### src/rtl/mem_types_pkg.sv
// Shared types and helpers for the cacheline <-> burst-memory adapter.
// Latency: none (types and pure functions only).
// Backpressure: not applicable.
package mem_types_pkg;

   localparam int BEATS  = 4;
   localparam int BEAT_W = 64;
   localparam int LINE_W = BEATS * BEAT_W;

   typedef logic [LINE_W-1:0] line_t;
   typedef logic [1:0]        beat_idx_t;

   typedef enum logic {
      IDLE    = 1'b0,
      WR_BEAT = 1'b1
   } wr_state_t;

   // Cachelines are 32 bytes; the low 5 address bits never identify a line.
   function automatic logic [31:0] line_addr(input logic [31:0] addr);
      return addr & ~32'h0000_001f;
   endfunction

   // Select beat k of a line; beat 0 is the least significant 64 bits.
   function automatic logic [BEAT_W-1:0] beat_of(input line_t l, input beat_idx_t k);
      return l[{k, 6'd0} +: BEAT_W];
   endfunction

endpackage

### src/rtl/read_line_assembler.sv
// Tracks one outstanding line read and gathers its four returning beats.
// Latency: resp pulses the cycle after the last beat is accepted.
// Backpressure: none; every beat presented with beat_en is absorbed.
module read_line_assembler
   import mem_types_pkg::*;
(
   input  logic              clk,
   input  logic              rst,
   input  logic              issue,
   input  logic [31:0]       issue_addr,
   input  logic              rvalid,
   input  logic [31:0]       raddr,
   input  logic              beat_en,
   input  logic [BEAT_W-1:0] rdata,
   output logic              outstanding,
   output logic [31:0]       held_addr,
   output logic              match,
   output logic              resp,
   output line_t             line_q
);

   beat_idx_t                cnt;
   logic [LINE_W-BEAT_W-1:0] partial;
   logic                     last_beat;

   // A returning beat is ours only while our read is in flight and the line matches.
   assign match     = rvalid && outstanding && (line_addr(raddr) == held_addr);
   assign last_beat = (cnt == beat_idx_t'(BEATS - 1));

   // Outstanding flag, latched line address and beat counter.
   always_ff @(posedge clk) begin
      if (rst) begin
         outstanding <= 1'b0;
         held_addr   <= '0;
         cnt         <= '0;
      end else if (issue) begin
         outstanding <= 1'b1;
         held_addr   <= line_addr(issue_addr);
         cnt         <= '0;
      end else if (beat_en) begin
         // The counter wraps to 0 naturally after the last beat.
         cnt <= cnt + 1'b1;
         if (last_beat) begin
            outstanding <= 1'b0;
         end
      end
   end

   // Stage beats 0..2; the last beat goes straight into the completed line.
   always_ff @(posedge clk) begin
      if (rst) begin
         partial <= '0;
      end else if (beat_en && !last_beat) begin
         case (cnt)
            2'd0:    partial[63:0]    <= rdata;
            2'd1:    partial[127:64]  <= rdata;
            2'd2:    partial[191:128] <= rdata;
            default: partial          <= partial;
         endcase
      end
   end

   // Completion pulse plus the assembled line, which holds until the next completion.
   always_ff @(posedge clk) begin
      if (rst) begin
         resp   <= 1'b0;
         line_q <= '0;
      end else begin
         resp <= beat_en && last_beat;
         if (beat_en && last_beat) begin
            line_q <= {rdata, partial};
         end
      end
   end

endmodule

### src/rtl/bmem_line_adapter.sv
// Bridges I/D cache line misses onto a 64-bit, 4-beat burst memory port.
// Latency: read/write issue same cycle as grant; write resp grant+4; read resp 1 cycle after last beat.
// Backpressure: new bursts wait for bmem_rdy; write beats 1..3 stream regardless of bmem_rdy.
module bmem_line_adapter
   import mem_types_pkg::*;
(
   input  logic              clk,
   input  logic              rst,
   input  logic              i_read,
   input  logic [31:0]       i_addr,
   output line_t             i_rdata,
   output logic              i_resp,
   input  logic              d_read,
   input  logic              d_write,
   input  logic [31:0]       d_addr,
   input  line_t             d_wdata,
   output line_t             d_rdata,
   output logic              d_resp,
   output logic [31:0]       bmem_addr,
   output logic              bmem_read,
   output logic              bmem_write,
   output logic [BEAT_W-1:0] bmem_wdata,
   input  logic              bmem_rdy,
   input  logic              bmem_rvalid,
   input  logic [31:0]       bmem_raddr,
   input  logic [BEAT_W-1:0] bmem_rdata,
   output logic              proto_err
);

   wr_state_t   state;
   wr_state_t   state_nxt;
   beat_idx_t   wr_cnt;
   logic [31:0] wr_addr;
   logic        wr_last;
   logic        wr_done_q;

   logic        i_issued;
   logic        d_issued;
   logic        rr_d;

   logic        i_out;
   logic        d_out;
   logic [31:0] i_oaddr;
   logic [31:0] d_oaddr;
   logic        i_match;
   logic        d_match;
   logic        d_take;
   logic        i_rd_resp;
   logic        d_rd_resp;

   logic        i_elig;
   logic        d_rd_elig;
   logic        d_wr_elig;
   logic        d_elig;
   logic        can_grant;
   logic        grant_i;
   logic        grant_d;
   logic        grant_d_rd;
   logic        grant_d_wr;

   // Eligibility: requested, not yet issued, and not chasing a line the other port is still reading.
   assign i_elig    = i_read && !i_issued && !(d_out && (d_oaddr == line_addr(i_addr)));
   assign d_rd_elig = d_read && !d_issued && !(i_out && (i_oaddr == line_addr(d_addr)));
   assign d_wr_elig = d_write && !d_issued && !d_out;
   assign d_elig    = d_rd_elig || d_wr_elig;

   // One grant per cycle, only between bursts and only when memory is ready.
   assign can_grant  = !rst && (state == IDLE) && bmem_rdy;
   assign grant_d    = can_grant && d_elig && (rr_d || !i_elig);
   assign grant_i    = can_grant && i_elig && !grant_d;
   assign grant_d_rd = grant_d && d_rd_elig;
   assign grant_d_wr = grant_d && !d_rd_elig;

   assign wr_last = (wr_cnt == beat_idx_t'(BEATS - 1));

   // Instruction-side read tracker.
   read_line_assembler u_i_asm (
      .clk         (clk),
      .rst         (rst),
      .issue       (grant_i),
      .issue_addr  (i_addr),
      .rvalid      (bmem_rvalid),
      .raddr       (bmem_raddr),
      .beat_en     (i_match),
      .rdata       (bmem_rdata),
      .outstanding (i_out),
      .held_addr   (i_oaddr),
      .match       (i_match),
      .resp        (i_rd_resp),
      .line_q      (i_rdata)
   );

   // Data-side read tracker; the same-line guard keeps both from matching one beat.
   assign d_take = d_match && !i_match;

   read_line_assembler u_d_asm (
      .clk         (clk),
      .rst         (rst),
      .issue       (grant_d_rd),
      .issue_addr  (d_addr),
      .rvalid      (bmem_rvalid),
      .raddr       (bmem_raddr),
      .beat_en     (d_take),
      .rdata       (bmem_rdata),
      .outstanding (d_out),
      .held_addr   (d_oaddr),
      .match       (d_match),
      .resp        (d_rd_resp),
      .line_q      (d_rdata)
   );

   assign i_resp = i_rd_resp;
   assign d_resp = d_rd_resp || wr_done_q;

   // Write FSM state register.
   always_ff @(posedge clk) begin
      if (rst) begin
         state <= IDLE;
      end else begin
         state <= state_nxt;
      end
   end

   // Write FSM next state: beat 0 goes out with the grant, beats 1..3 follow back to back.
   always_comb begin
      state_nxt = state;
      case (state)
         IDLE:    if (grant_d_wr) state_nxt = WR_BEAT;
         WR_BEAT: if (wr_last)    state_nxt = IDLE;
         default: state_nxt = IDLE;
      endcase
   end

   // Burst outputs: a write burst in flight wins, otherwise whatever the arbiter granted.
   always_comb begin
      bmem_read  = 1'b0;
      bmem_write = 1'b0;
      bmem_addr  = '0;
      bmem_wdata = '0;
      if (!rst) begin
         if (state == WR_BEAT) begin
            bmem_write = 1'b1;
            bmem_addr  = wr_addr;
            bmem_wdata = beat_of(d_wdata, wr_cnt);
         end else if (grant_i) begin
            bmem_read = 1'b1;
            bmem_addr = line_addr(i_addr);
         end else if (grant_d_rd) begin
            bmem_read = 1'b1;
            bmem_addr = line_addr(d_addr);
         end else if (grant_d_wr) begin
            bmem_write = 1'b1;
            bmem_addr  = line_addr(d_addr);
            bmem_wdata = beat_of(d_wdata, 2'd0);
         end
      end
   end

   // Write beat counter, held burst address and the delayed write completion.
   always_ff @(posedge clk) begin
      if (rst) begin
         wr_cnt    <= '0;
         wr_addr   <= '0;
         wr_done_q <= 1'b0;
      end else begin
         wr_done_q <= (state == WR_BEAT) && wr_last;
         if (grant_d_wr) begin
            wr_cnt  <= 2'd1;
            wr_addr <= line_addr(d_addr);
         end else if (state == WR_BEAT) begin
            wr_cnt <= wr_cnt + 1'b1;
         end
      end
   end

   // Issue-done markers block re-issue of a held request until its resp; the pointer alternates grants.
   always_ff @(posedge clk) begin
      if (rst) begin
         i_issued <= 1'b0;
         d_issued <= 1'b0;
         rr_d     <= 1'b1;
      end else begin
         if (i_resp) begin
            i_issued <= 1'b0;
         end else if (grant_i) begin
            i_issued <= 1'b1;
         end
         if (d_resp) begin
            d_issued <= 1'b0;
         end else if (grant_d) begin
            d_issued <= 1'b1;
         end
         if (grant_i) begin
            rr_d <= 1'b1;
         end else if (grant_d) begin
            rr_d <= 1'b0;
         end
      end
   end

   // Sticky flag for read beats nobody is waiting for.
   always_ff @(posedge clk) begin
      if (rst) begin
         proto_err <= 1'b0;
      end else if (bmem_rvalid && !i_match && !d_match) begin
         proto_err <= 1'b1;
      end
   end

endmodule
### config.mk
export PLATFORM = sky130hd
export DESIGN_NAME = bmem_line_adapter
export DESIGN_NICKNAME = d
export VERILOG_FILES = /design/src/rtl/mem_types_pkg.sv /design/src/rtl/read_line_assembler.sv /design/src/rtl/bmem_line_adapter.sv
export SDC_FILE = /design/constraint.sdc
export NUM_CORES = 2
export LEC_CHECK = 0
export ABC_AREA = 1
export ABC_CLOCK_PERIOD_IN_PS = 5200
export CAP_MARGIN = 40
export CORE_AREA = 2 2 403 405
export CTS_BUF_LIST = sky130_fd_sc_hd__clkbuf_16
export CTS_CLUSTER_SIZE = 25
export DETAILED_ROUTE_END_ITERATION = 8
export DIE_AREA = 0 0 405 407
export PLACE_DENSITY = 0.6
export SETUP_SLACK_MARGIN = 0.02
export SYNTH_ARGS = -nofsm -noshare
export SYNTH_HDL_FRONTEND = slang
export SYNTH_SLANG_ARGS = --single-unit
### constraint.sdc
create_clock -name clk -period 5.2 [get_ports clk]
set_input_delay 1.04 -clock clk [delete_from_list [all_inputs] [get_ports clk]]
set_output_delay 1.04 -clock clk [all_outputs]
set_load 0.01 [all_outputs]
==> flow_summary.ini <==
[synthesis]
async_flop_share_pct = 0
synth_warnings = 0
post-synth-top-count-cell = nor2_1
ys_seq_elements = 993
synth_edf_count = 0
avgSynthCellArea_um2 = 6.67
syn-cell-area_um2 = 42300
netlist.area_leader.share_pct = 47.0
yosysTopAreaCell = dfxtp_1
synth_commonest_cells = nor2_1, nand2_1, dfxtp_1
synth_cells = 6341
synth_area_leaders = dfxtp_1, nor2_1, nand2_1
yosysSeqAreaShare_pct = 47.0
synthFlopType = dfxtp_1
synthDistinctLibCells = 37

[drt]
dr.pass1.iters = 5
wire_per_inst_um = 22.0
drc = 0
routed_wirelength_um = 208000
detail-route-antenna-nets = 0
drt_iter0_drc = 3380
vias = 42300
vias_per_cell = 4.48

[finish]
area_growth_pct = 38.6
final_area_um2 = 58600
drive_gt1_share_pct = 4.75
fin_nets = 7626

[run_status]
status = completed

[global_routing]
overflow = 0
grt_max_degree = 205
globalRouteTotalUtil_pct = 24.2
grt_pass1_vias = 38300
antenna_found_initial = 48
grt_first_pass_wirelength_um = 288000

[floorplanning]
coreArea_um2 = 160000
ios = 1036
fp.dieArea_um2 = 165000
num_rows = 147
start_util_pct = 26.4
die_w_um = 405
die_y_um = 407

[sta]
setup_slack_ns = 0.112
max-slew-margin-rel_pct = 35.0
finalMaxSlewViolations = 0
rsz0062_at_grt = yes
min_period_ns = 5.09
setup_viol = 0
fin_worst_skew_ns = 0.0768
finalCritPeriodShare_pct = 97.8
max_freq_mhz = 197
finalHoldViolations = 0
tightest_slew_ns = 0.975

[power]
power_density_nw_per_um2 = 288
design_power_total_mw = 16.9
power.leakage_nw = 25.2
vdd_drop_max_mv = 0.274

[clocking]
clk_pin_slew_ns = 0.06
postCtsSetupRepairBufs = 0
root_buffer = clkbuf_16
cts_buffers = 110
clockBufferDepth = 3
htreeDepth = 3
hold_buffers = 0
cts_tree = done
cts_sinks = 993
clk_latency_ns = 0.74

[place]
place.gp.congestion = 1.08
post_dp_cell_area_um2 = 55100
portBuffers = 1015
hpwl_um = 155000
dp_slack_ns = -0.0524

[job]
cap_violations = 0

[worst_setup_path]
start_kind = primary input
worstSetupEndpointType = primary output
crit_type = in2out
arrival_ns = 4.05
cp.required_ns = 4.16
critPathMaxFanout = 28

[hold_path]
hold_class = reg2reg
[report_power, final]
| part | total [mW] | switching (mW) | internal [mW] | leakage (nW) |
|---|---|---|---|---|
| combinational | 1.64 | 1.02 | 0.618 | 15.4 |
| clock | 7.59 | 3.35 | 4.23 | 1.80 |
| sequential | 7.69 | 0.0416 | 7.65 | 8.00 |
| total | 16.9 | 4.42 | 12.5 | 25.2 |
[metal layers]
layer	track usage [%]	vias up	share of wire [%]
met5	0	-	0.0063
met4	5.01	2	2.0
met3	5.47	225	6.8
met2	39.0	1340	45
met1	33.0	19600	46
li1	-	21100	-
[registers in the layout, indices dropped and copies added, names as in the netlist, 2 cells and up]
register and cells:
u_d_asm.cnt 2, u_d_asm.held_addr 27, u_d_asm.line_q 256, u_d_asm.partial 192, u_i_asm.cnt 2, u_i_asm.held_addr 27, u_i_asm.line_q 256, u_i_asm.partial 192
wr_addr 27, wr_cnt 2
[layout make-up]
class,instances,area [um2]
Antenna cell,11,27.5
Fill cell,16800,102000
Timing Repair Buffer,1143,11800
Sequential cell,993,19900
Tap cell,2160,2700
Inverter,896,3390
Clock buffer,111,2780
Clock inverter,85,716
Multi-Input combinational cell,4050,17300
[repair_timing]
item                                    in CTS  in global routing
endpoints found under the setup margin       2                 12
resized for setup                            3                 12
pin swaps                                    0                  0
gates cloned                                 0                  0
[path summary, 6_finish.rpt]
path,start,endpoint,slack [ns],cells after the start
setup / recovery,d_addr[13],bmem_addr[20],0.11,17
setup reg to reg,u_i_asm.held_addr[19]$_SDFFE_PP0P_,u_i_asm.line_q[230]$_SDFFE_PP0P_,1.78,13
hold / removal,u_d_asm.partial[119]$_SDFFE_PP0P_,u_d_asm.line_q[119]$_SDFFE_PP0P_,0.39,2
hold reg to reg,u_d_asm.partial[119]$_SDFFE_PP0P_,u_d_asm.line_q[119]$_SDFFE_PP0P_,0.39,2
[critical path: stages]
cell and delay, ns:
clkdlybuf4s50_1 0.54, inv_1 0.12, nand2_1 0.06, nand2_1 0.08, nand2_1 0.15, nor2_1 0.14
nand3_1 0.13, o21ai_2 0.18, nand2_2 0.10, nand3_1 0.10, nand2_1 0.12, buf_12 0.19
nor2_1 0.15, nor2_1 0.07, nor2_2 0.13, buf_4 0.15, clkdlybuf4s50_1 0.57
[cell usage in the layout, fill, tap and decap left out, types with 40 or more instances in the layout]
| cell type | instances |
|---|---|
| nand4_1 | 53 |
| clkdlybuf4s50_1 | 975 |
| inv_1 | 905 |
| a21oi_1 | 550 |
| nand3_1 | 40 |
| buf_4 | 92 |
| nor2_1 | 1480 |
| nand2_1 | 1153 |
| dfxtp_1 | 991 |
| o21ai_0 | 655 |
| clkbuf_16 | 111 |
| buf_12 | 49 |
[cells by family after synthesis]
kind of cell               share of synthesized area, %
AOI/OAI and AO/OA                                  15.0
xor gates and xnor gates                          0.393
buffers and inverters                              12.3
DFF                                                47.0
adders and majority gates                         0.266
other                                           0.00886
and+or+nand+nor                                    25.1
[stage by stage]
stage	utilization (%)	cells	hold WS, ns	TNS [ns]
after floorplan	-	6345	0.420	0
after global placement	34.2	9225	0.429	-0.117
after detailed placement	34.4	9242	0.431	-0.0524
after CTS	36.6	9438	0.390	0
after global routing	36.6	9444	0.411	0
final	36.6	9449	0.390	0
Power figures use the tool's default switching activity.
==> variant: new RTL, same flow settings <==
`BEATS`: 4 -> 5.
--- a/src/rtl/mem_types_pkg.sv
+++ b/src/rtl/mem_types_pkg.sv
@@ -4,5 +4,5 @@
 package mem_types_pkg;
 
-   localparam int BEATS  = 4;
+   localparam int BEATS  = 5;
    localparam int BEAT_W = 64;
    localparam int LINE_W = BEATS * BEAT_W;
Interface: changed (resized d_rdata, d_wdata and i_rdata); port bits go from 1036 to 1228. The function was not compared with the original's and may differ.
==> variant against the original RTL <==
- the flow now finishes with violations (negative setup slack)
- setup slack worse by 0.12 ns
- synthesized area is 1.1% higher
- power is 0.21% lower
- utilization hardly changed
- final area hardly changed
- sequential cell count stayed put
- wire length is 8.6% lower
- clock power is 2% higher
- sequential share of layout area hardly changed
- critical path type unchanged
==> variant: results (changes against the original RTL) <==
status=finished, violations left; failing checks=negative setup slack; cts bufs inserted=109 (-0.91%); largest net degree at the start of global routing=185 (-9.8%); Post-CTS Hold Buffers=0 (unchanged); worst endpoint data arrival time=4.17 ns (+0.12 ns); # resized after CTS=12 (+9); 1st-pass router iterations=7 (+2); Hold Worst Slack=0.4169 ns (+0.02698 ns); capturing point of the worst reg2reg path=u_d_asm.line_q[91]$_SDFFE_PP0P_; switching share of total power=0.2558 (-0.005270); dpl cells=9357 (+1.2%); Area contributors post-synth=dfxtp_1 (46%), nor2_1 (15%), nand2_1 (11%); gr usage total=0.2204 (-0.02186); GR met1 Demand/Resource=0.2870 (-0.04300); first-pass GRT wire length=266.6 mm (-7.3%); number of global-route vias before repair=37850 (-1.1%); Final setup viols=1 (+1); Post-synth top cells=nor2_1 (1723), nand2_1 (1269), dfxtp_1 (993), inv_1 (874), o21ai_0 (413); clock share of power=0.457 (+0.009); routed len/inst=19.84 um (-9.8%); Worst Hold Depth=2 (unchanged); Worst Setup SP=d_addr[24]; met2 Use GR=0.3517 (-0.03845); leak pwr=0.02700 uW (+7.2%); filler instances=16900 (+0.40%); RR Startpoint=u_d_asm.held_addr[22]$_SDFFE_PP0P_; post-route setup TNS=-0.01294 ns (-0.01294 ns); DPL Wire Length=139.7 mm (-9.6%); Mean Syn Cell Area=6.657 sq um (-0.25%); layout cells sized above 1=0.04847 (+0.0009271); hold path start=u_d_asm.partial[190]$_SDFFE_PP0P_; placed inst area=54830 sq um (-0.50%); top power group=clock; met2 WL post-DR=84.76 mm (-10%); Final GP Congestion=0.9882 (-8.8%); DR WL met3=16.71 mm (+18%); r2r setup slk=2.28 ns (+0.50 ns); M3 GR Usage=0.06948 (+0.01474); Max-slew headroom=0.2283 (-0.1220); end of the critical path=bmem_wdata[33]; post-route insts no fill=9578 (+1.4%); sequential area share after synthesis=0.4648 (-0.004988); Max IR drop VDD=0.2554 mV (-6.7%); Psw=4318 uW (-2.2%); Max Clock Skew=0.08640 ns (+0.009580 ns); Vias/cell=4.308 (-3.8%); Min-Delay Endpoint=u_d_asm.line_q[190]$_SDFFE_PP0P_; final setup margin=-0.01294 ns (-0.1249 ns); setup bufs post-CTS=2 (+2); fin nets=7809 (+2.4%); crit-path max FO=15 (-46%); library cells used by synthesis=39 (+5.4%); initial antenna violation count=42 (-13%); Placement Setup Slack=-0.3258 ns (-0.2734 ns)
variant: cell types whose count changed after synthesis, sizes merged, moves of 27 or more:
cell	delta
o21ai	-194
a21oi	-190
buf	+127
clkbuf	-27
nand2	+116
nor2	+259
variant: layout make-up:
type / instances / area [sq um] / share of cell area
Antenna cell: 11 / 27.53 / 0.0004690
Clock buffer: 110 / 2753 / 0.04690
Clock inverter: 93 / 814.5 / 0.01388
Inverter: 888 / 3358 / 0.05722
Multi-Input combinational cell: 4170 / 17370 / 0.2960
Sequential cell: 993 / 19880 / 0.3388
Tap cell: 2160 / 2703 / 0.04605
Timing Repair Buffer: 1153 / 11780 / 0.2007
variant: cells by family (layout without fill, tap and decap cells):
family,Yosys count,in the layout,share of synthesized area
buffers and inverters,1394,2244,0.1430
other,1,144,0.00008767
AND/OR/NAND/NOR,3132,3132,0.2823
AO/OA/AOI/OAI,876,876,0.1033
flip-flops,993,993,0.4648
adder cells (fa/ha/maj),7,7,0.002048
XOR/XNOR,22,22,0.004505
